--- src/rtl/wbu_arbiter.sv ---
// Two-master Wishbone pipeline arbiter (debug bus = A, CPU = B) with pipeline
// depth tracking and bus timeout. Optional macro: WBU_ARBITER_ROUND_ROBIN_EN.
module wbu_arbiter #(
  parameter int unsigned AW        = 32,
  parameter int unsigned DW        = 32,
  parameter int unsigned LGTIMEOUT = 19,
  parameter int unsigned LGPIPE    = 4
) (
  input  logic          i_clk,
  input  logic          i_reset,
  input  logic          i_a_cyc,
  input  logic          i_a_stb,
  input  logic          i_a_we,
  input  logic [AW-1:0] i_a_addr,
  input  logic [DW-1:0] i_a_data,
  output logic          o_a_ack,
  output logic          o_a_stall,
  output logic          o_a_err,
  output logic [DW-1:0] o_a_data,
  input  logic          i_b_cyc,
  input  logic          i_b_stb,
  input  logic          i_b_we,
  input  logic [AW-1:0] i_b_addr,
  input  logic [DW-1:0] i_b_data,
  output logic          o_b_ack,
  output logic          o_b_stall,
  output logic          o_b_err,
  output logic [DW-1:0] o_b_data,
  output logic          o_wb_cyc,
  output logic          o_wb_stb,
  output logic          o_wb_we,
  output logic [AW-1:0] o_wb_addr,
  output logic [DW-1:0] o_wb_data,
  input  logic          i_wb_ack,
  input  logic          i_wb_stall,
  input  logic          i_wb_err,
  input  logic [DW-1:0] i_wb_data,
  output logic [1:0]    o_owner,
  output logic          o_timeout
);

  typedef enum logic [1:0] {
    S_IDLE  = 2'b00,
    S_OWN_A = 2'b01,
    S_OWN_B = 2'b10,
    S_DRAIN = 2'b11
  } state_t;

  localparam logic [LGPIPE-1:0]    PIPE_MAX = '1;
  localparam logic [LGTIMEOUT-1:0] TMR_MAX  = '1;

  state_t               state, state_next;
  logic [LGPIPE-1:0]    npend, npend_next;
  logic [LGTIMEOUT-1:0] timer, timer_next;
  logic                 drain_b, drain_b_next;
  logic                 pick_a;

  logic own, sel_cyc, sel_stb, full, timeout, accept;
  logic ack_c, err_c, stall_c;

`ifdef WBU_ARBITER_ROUND_ROBIN_EN
  // Under contention, the master that did not own the bus last wins
  logic last_b;

  always_comb pick_a = i_a_cyc && (!i_b_cyc || last_b);

  always_ff @(posedge i_clk or posedge i_reset) begin
    if (i_reset)
      last_b <= 1'b1;
    else if (state == S_IDLE && (i_a_cyc || i_b_cyc))
      last_b <= !pick_a;
  end
`else
  always_comb pick_a = i_a_cyc;
`endif

  always_ff @(posedge i_clk or posedge i_reset) begin
    if (i_reset) begin
      state   <= S_IDLE;
      npend   <= '0;
      timer   <= '0;
      drain_b <= 1'b0;
    end else begin
      state   <= state_next;
      npend   <= npend_next;
      timer   <= timer_next;
      drain_b <= drain_b_next;
    end
  end

  always_comb begin
    own          = (state == S_OWN_A) || (state == S_OWN_B);
    sel_cyc      = (state == S_OWN_B) ? i_b_cyc : i_a_cyc;
    sel_stb      = (state == S_OWN_B) ? i_b_stb : i_a_stb;
    full         = (npend == PIPE_MAX);
    timeout      = own && (timer == TMR_MAX);

    o_wb_we      = (state == S_OWN_B) ? i_b_we   : i_a_we;
    o_wb_addr    = (state == S_OWN_B) ? i_b_addr : i_a_addr;
    o_wb_data    = (state == S_OWN_B) ? i_b_data : i_a_data;
    o_a_data     = i_wb_data;
    o_b_data     = i_wb_data;
    o_wb_cyc     = 1'b0;
    o_wb_stb     = 1'b0;
    ack_c        = 1'b0;
    err_c        = 1'b0;
    stall_c      = 1'b1;
    o_a_ack      = 1'b0;
    o_a_err      = 1'b0;
    o_a_stall    = 1'b1;
    o_b_ack      = 1'b0;
    o_b_err      = 1'b0;
    o_b_stall    = 1'b1;
    o_owner      = state;
    o_timeout    = timeout;
    state_next   = state;
    npend_next   = '0;
    timer_next   = '0;
    drain_b_next = drain_b;

    if (own) begin
      // The timeout cycle also withdraws the bus so the slave sees the abort
      o_wb_cyc = sel_cyc && !timeout;
      o_wb_stb = sel_stb && !full && !timeout;
      ack_c    = i_wb_ack && (npend != '0);
      err_c    = i_wb_err || timeout;
      stall_c  = i_wb_stall || full || timeout;
    end

    if (state == S_OWN_B) begin
      o_b_ack   = ack_c;
      o_b_err   = err_c;
      o_b_stall = stall_c;
    end else if (state == S_OWN_A) begin
      o_a_ack   = ack_c;
      o_a_err   = err_c;
      o_a_stall = stall_c;
    end

    accept = o_wb_stb && !i_wb_stall;

    case (state)
      S_IDLE: begin
        if (pick_a)
          state_next = S_OWN_A;
        else if (i_b_cyc)
          state_next = S_OWN_B;
      end
      S_OWN_A, S_OWN_B: begin
        if (!sel_cyc) begin
          state_next = S_IDLE;
        end else if (i_wb_err || timeout) begin
          state_next   = S_DRAIN;
          drain_b_next = (state == S_OWN_B);
        end else begin
          case ({accept, ack_c})
            2'b10:   npend_next = npend + LGPIPE'(1);
            2'b01:   npend_next = npend - LGPIPE'(1);
            default: npend_next = npend;
          endcase
          if (!ack_c && (npend != '0))
            timer_next = timer + LGTIMEOUT'(1);
        end
      end
      default: begin
        if (!(drain_b ? i_b_cyc : i_a_cyc))
          state_next = S_IDLE;
      end
    endcase
  end

endmodule

--- config.mk ---
export PLATFORM = sky130hd
export DESIGN_NAME = wbu_arbiter
export DESIGN_NICKNAME = d
export VERILOG_FILES = /design/src/rtl/wbu_arbiter.sv
export SDC_FILE = /design/constraint.sdc
export NUM_CORES = 1
export LEC_CHECK = 0
export ABC_AREA = 1
export CAP_MARGIN = 20
export CORE_AREA = 4 4 118 120
export DETAILED_ROUTE_END_ITERATION = 12
export DIE_AREA = 0 0 122 124
export GPL_TIMING_DRIVEN = 0
export PLACE_DENSITY = 0.67
export RECOVER_POWER = 100
export SYNTH_ARGS = -nofsm -noshare
export SYNTH_HDL_FRONTEND = slang
export SYNTH_SLANG_ARGS = --single-unit
--- constraint.sdc ---
create_clock -name i_clk -period 4.38 [get_ports i_clk]
set_input_delay 0.876 -clock i_clk [delete_from_list [all_inputs] [get_ports i_clk]]
set_output_delay 0.876 -clock i_clk [all_outputs]
set_load 0.1 [all_outputs]
======== Word level (Yosys, flattened, before mapping) ========
Cells that the tools add are included.
cells by class
  add/sub/neg operators ................... 3
  equality and inequality tests ........... 10
  mux-type cells .......................... 34
  reduce and logical (&&, ||, !) cells .... 20
operators with widths
  cell                     count
  $mux W19                 4
  $mux W32                 2
  $add A19 B1 Y19 const B  1
  $eq A19 B19 Y1 const B   1
  $mux W1                  18
  $mux W4                  3
  $mux W2                  5
  $pmux W4 S2              1
  $logic_and A1 B1 Y1      7
  $ne A3 B3 Y1 const B     2
  $reduce_and A3 Y1        2
  $ne A5 B3 Y1 const B     1
  $add A4 B1 Y4 const B    1
  $eq A2 B1 Y1 const B     2
  $eq A2 B2 Y1 const B     2
  $eq A4 B4 Y1 const B     1
  $logic_not A1 Y1         4
  $logic_or A1 B1 Y1       4
  $pmux W2 S2              1
  $reduce_bool A4 Y1       1
  $sub A4 B1 Y4 const B    1
  $ne A3 B1 Y1 const B     1
  $logic_not A2 Y1         1
  $reduce_or A2 Y1         1
storage, ports and cells
  flip-flop bits (word level) ............. 26
  output and inout port bits .............. 140

======== Longest topological paths before layout ========
  depth after elaboration ................. 12
  gate-level depth with buffers ........... 19
  mapped depth without buffers ............ 18

======== Least setup slack after synthesis ========
OpenSTA, ideal clock, no wires.
  kind .................................... reg-to-output
  start point ............................. register state[0], in the netlist o_owner[0]
  end point ............................... output port o_a_err
  data arrival time ....................... 3,853 ps
  required time ........................... 3,504 ps
  path slack .............................. -349 ps
  cell stages (with the launch flop) ...... 7
  path buffers ............................ 0
  cells stage by stage .................... dfrtp_1 > inv_1 > ha_1 > inv_1 > o21ai_1 > nand2_1 > nor3_1
on the way
  word-level cells in the longest chain between the ends .. 7
  elaborated cells between the ends (all ways) .. 8
  those cells by class .................... eq/ne: 2; mux: 3; reduce/logical: 3
RTL lines
  element                                       line          RTL
  start: declaration                            52            state_t state, state_next;
  start signal: assignment                      84            state <= state_next;
  $eq A2 B1 Y1 or $eq A2 B2 Y1 (tied branches)  92, 134, 130
  $logic_or A1 B1 Y1                            92            own = (state == S_OWN_A) || (state == S_OWN_B);
  $logic_and A1 B1 Y1                           96            timeout = own && (timer == TMR_MAX);
  $logic_or A1 B1 Y1                            126           err_c = i_wb_err || timeout;
  $mux W1                                       121           if (own) begin
  $mux W1                                       134           end else if (state == S_OWN_A) begin
  $mux W1 *                                     130           if (state == S_OWN_B) begin
  end: declaration                              18            output logic o_a_err,
Mark *: on every way between the ends. The rest lies on a longest branch, timed or not.

======== Worst setup path in the final report ========
  start point ............................. input port i_a_cyc
  end point ............................... output port o_wb_cyc
on the way
  word-level cells in the longest chain between the ends .. 3
RTL lines
  element              line  RTL
  start: declaration   11    input logic i_a_cyc,
  $mux W1              93    sel_cyc = (state == S_OWN_B) ? i_b_cyc : i_a_cyc;
  $logic_and A1 B1 Y1  123   o_wb_cyc = sel_cyc && !timeout;
  $mux W1              121
  end: declaration     29    output logic o_wb_cyc,
Every way passes these cells.

==> impl_metrics.json <==
{
  "detail_route.drc_violations": 0,
  "n_fill_cell": 1327,
  "endpoint": "o_wb_cyc",
  "mean_routed_wirelength_per_cell_microns": 14.8,
  "synth_area_per_cell_sq_um": 6.07,
  "layout_min_cycle_time_ps": 4230,
  "synth-edff-count": 0,
  "worstPathRequired_ps": 3500,
  "dieWidth_microns": 122,
  "path_cells": "dlygate4sd3_1, inv_1, nor2_1, a21oi_1, nor2_1, nand2_4, inv_1, dlygate4sd3_1",
  "clock_tree.root_cell": "sky130_fd_sc_hd__clkbuf_16",
  "async_reset_ff_frac": 1.00,
  "cp.depth": 8,
  "mappedNetlistArea_sq_mm": 0.00299,
  "grt_antenna_before_repair": 0,
  "cts-htree-levels": 1,
  "share_of_cells_above_drive_strength_1": 0.117,
  "area_of_the_die_sq_mm": 0.0151,
  "inserted_diodes": 0,
  "synth_common_cells": "sky130_fd_sc_hd__nand2_1, sky130_fd_sc_hd__buf_4, sky130_fd_sc_hd__inv_1, sky130_fd_sc_hd__dfrtp_1, sky130_fd_sc_hd__nor2_1",
  "reg2regPathDepth": 18,
  "yosys.cell_types.count": 35,
  "slowest_delay_ps": 1210,
  "final_antenna_net_count": 0,
  "worst_pin_slew_ps": 1300,
  "vdd.ir_drop.worst_mv": 0.323,
  "synth-seq-area-share": 0.217,
  "synth_fp_nets": 672,
  "syn-instance-count": 493,
  "maximum_number_of_pins_on_one_net_before_global_route_repair": 27,
  "gp_congestion": 0.872,
  "floorplan.initialDensity": 0.231,
  "io_pins": 311,
  "final-max-slew-violation-count": 0,
  "worst_ep_arrival_time_ps": 3360,
  "globalRouteOverflowTotal": 0,
  "rsz0062_at_grt": "no",
  "site_row_count": 42,
  "firstDrtPassIters": 4,
  "clkSinkCount": 26,
  "grt_first_pass_wirelength_microns": 19900,
  "share_of_the_synthesized_area_in_the_top_cell_type": 0.304,
  "cts_tree": "done",
  "area.growth.synth_to_final_pct": 101,
  "drt-total-wl_microns": 14100,
  "buffer_ports.inserted": 278,
  "seqCellArea_sq_um": 651,
  "cp.buffers_inverters": 4,
  "vias": 3729,
  "number_of_synthesized_register_bits": 26,
  "dieHeight_microns": 124,
  "yosys.area.top_type": "sky130_fd_sc_hd__nand2_1",
  "cts-buffers-inserted": 3,
  "yosysWarnings": 0,
  "max-slew-margin-rel": 0.136,
  "rrSetupSlack_ps": 1570,
  "run_status": "completed",
  "grt_usage": 0.171,
  "fmax_ghz": 0.236,
  "worst_setup_path_start_kind": "input pin",
  "rr_endpoint": "npend[3]",
  "clock_path_buffers": 2,
  "worst_clock_skew_ps": 4.58,
  "finalHoldWorstSlack_ps": 494,
  "placed_area_sq_mm": 0.00601,
  "setup_viol": 0,
  "slowest_stage": "sky130_fd_sc_hd__dlygate4sd3_1",
  "final.setup.tns_ps": 0,
  "hold_path.class": "reg2reg",
  "cap_viol_max_count": 0,
  "final_cell_area_sq_mm": 0.00603,
  "post-cts-setup-buffers": 0,
  "drt_first_iter_violations": 104,
  "netlist_top_cells_area": "sky130_fd_sc_hd__nand2_1, sky130_fd_sc_hd__dfrtp_1, sky130_fd_sc_hd__buf_4",
  "report.power.total_mw": 3.99,
  "period_share": 0.967,
  "post-dp-hpwl_microns": 12500,
  "critPathTopFamily": "buffers and inverters",
  "grt_pass1_vias": 3548,
  "area_of_the_multi_input_gates_sq_mm": 0.00163,
  "power_per_unit_of_standard_cell_area_mw_per_mm2": 663,
  "vias_per_cell": 3.92,
  "total_leakage_power_nw": 2.87,
  "primary_flip_flop_cell_chosen_by_synthesis_mapping": "sky130_fd_sc_hd__dfrtp_1",
  "worstPathMaxFanout": 3,
  "hold_violations": 0,
  "clock_latency_on_the_worst_skew_pair_ps": 260,
  "critPathCaptureType": "output pin",
  "regToRegStartpoint": "o_owner[0]",
  "hold_fix_buffers_cts": 0,
  "final_nets": 956,
  "worstHoldStart": "timer[18]",
  "worstSetupPathType": "in2out",
  "floorplan.core_area_sq_mm": 0.0130,
  "yosys.cell_count.top_type": "sky130_fd_sc_hd__nand2_1",
  "critPathLaunch": "i_a_cyc",
  "clkSlewWorstSetupHoldPaths_ps": 70
}
## final cells by class
cell class	instances	area share
timing repair buffer	279	0.456
multi-input combinational	354	0.271
sequential	26	0.108
buffer	80	0.0905
tap	176	0.0365
inverter	33	0.0206
clock buffer	3	0.0125
clock inverter	1	0.00498
## kinds of logic (layout without fill, tap and decap cells)
family | after synthesis | in the layout | synth area share
fa+ha+maj | 8 | 8 | 0.0360
compound gates | 17 | 17 | 0.0309
buf+inv | 113 | 396 | 0.226
simple gates | 317 | 317 | 0.454
flops | 26 | 26 | 0.217
xor+xnor | 12 | 12 | 0.0351
## report_power, final
group | total, mW | switching, mW | internal [mW]
combinational | 3.46 | 2.78 | 0.681
sequential | 0.269 | 0.0147 | 0.255
clock | 0.267 | 0.0855 | 0.182
total | 3.99 | 2.88 | 1.12
## through the flow
step | util | std cells | setup slack [ps]
after detailed placement | 0.463 | 947 | 413
after global routing | 0.464 | 952 | 3.22
final | 0.464 | 952 | 145
after CTS | 0.471 | 951 | 142
after floorplan | - | 493 | 414
after global placement | 0.463 | 947 | 408
## worst register-to-register path: stages, from the launching register on
cell and delay, ps:
sky130_fd_sc_hd__dfrtp_1 400, sky130_fd_sc_hd__inv_1 90, sky130_fd_sc_hd__ha_1 190, sky130_fd_sc_hd__buf_4 170
sky130_fd_sc_hd__inv_2 140, sky130_fd_sc_hd__a21oi_1 100, sky130_fd_sc_hd__nor2_1 200, sky130_fd_sc_hd__nand3_2 100
sky130_fd_sc_hd__nand2_1 180, sky130_fd_sc_hd__inv_1 120, sky130_fd_sc_hd__ha_1 330, sky130_fd_sc_hd__a21oi_1 150
sky130_fd_sc_hd__nand2_1 70, sky130_fd_sc_hd__xor2_1 170, sky130_fd_sc_hd__inv_1 60, sky130_fd_sc_hd__nand2_1 60
sky130_fd_sc_hd__nand2_1 50, sky130_fd_sc_hd__nand2_1 50, sky130_fd_sc_hd__nand2_1 40
## registers in the layout, summed over array words and instances (netlist names)
signal / count
o_owner: 2
npend: 4
drain_b: 1
timer: 19
## how the worst min path moves through the flow
stage               cells past startpoint        end  slack [ps]
floorplan                               2  timer[18]         460
global placement                        2  timer[18]         470
detailed placement                      2  timer[18]         480
CTS                                     2  timer[18]         500
global route                            2  timer[18]         520
finish                                  2  timer[18]         490
## metal layers
| layer | wire [microns] | vias up | part of all wire | global-route usage |
|---|---|---|---|---|
| met4 | 30 | 0 | 0.0021 | 0.0112 |
| met3 | 1210 | 2 | 0.086 | 0.0645 |
| met2 | 7430 | 118 | 0.53 | 0.314 |
| met1 | 5390 | 1606 | 0.38 | 0.198 |
| met5 | 0 | - | 0 | 0 |
| li1 | - | 2003 | - | - |
## what timing repair did
| item | 4_1_cts | 5_1_grt |
|---|---|---|
| setup endpoints to repair | 0 | 6 |
| hold endpoints to repair | 0 | 0 |
| gates resized for setup | 0 | 6 |
## cell usage in the layout (no fill, tap or decap), types with 2 or more instances in the layout
cell type                         instances
sky130_fd_sc_hd__o21ai_0                  5
sky130_fd_sc_hd__nor3b_1                  3
sky130_fd_sc_hd__xnor2_1                  6
sky130_fd_sc_hd__dlygate4sd3_1          120
sky130_fd_sc_hd__o21ai_1                  2
sky130_fd_sc_hd__a21oi_1                  8
sky130_fd_sc_hd__nor3_2                   2
sky130_fd_sc_hd__nor2_2                  11
sky130_fd_sc_hd__dfrtp_1                 26
sky130_fd_sc_hd__clkbuf_1                21
sky130_fd_sc_hd__clkbuf_16                3
sky130_fd_sc_hd__nor3_1                   3
sky130_fd_sc_hd__nand2_1                243
sky130_fd_sc_hd__nand4_1                  6
sky130_fd_sc_hd__ha_1                     7
sky130_fd_sc_hd__nand3_2                  2
sky130_fd_sc_hd__nor2_1                  28
sky130_fd_sc_hd__clkinv_1                 2
sky130_fd_sc_hd__nor2_4                   2
sky130_fd_sc_hd__inv_1                   29
sky130_fd_sc_hd__clkdlybuf4s50_1        152
sky130_fd_sc_hd__xor2_1                   6
sky130_fd_sc_hd__buf_4                   65
sky130_fd_sc_hd__inv_2                    2
sky130_fd_sc_hd__nand3_1                 12
No activity file was read; power rests on OpenSTA's default activity.
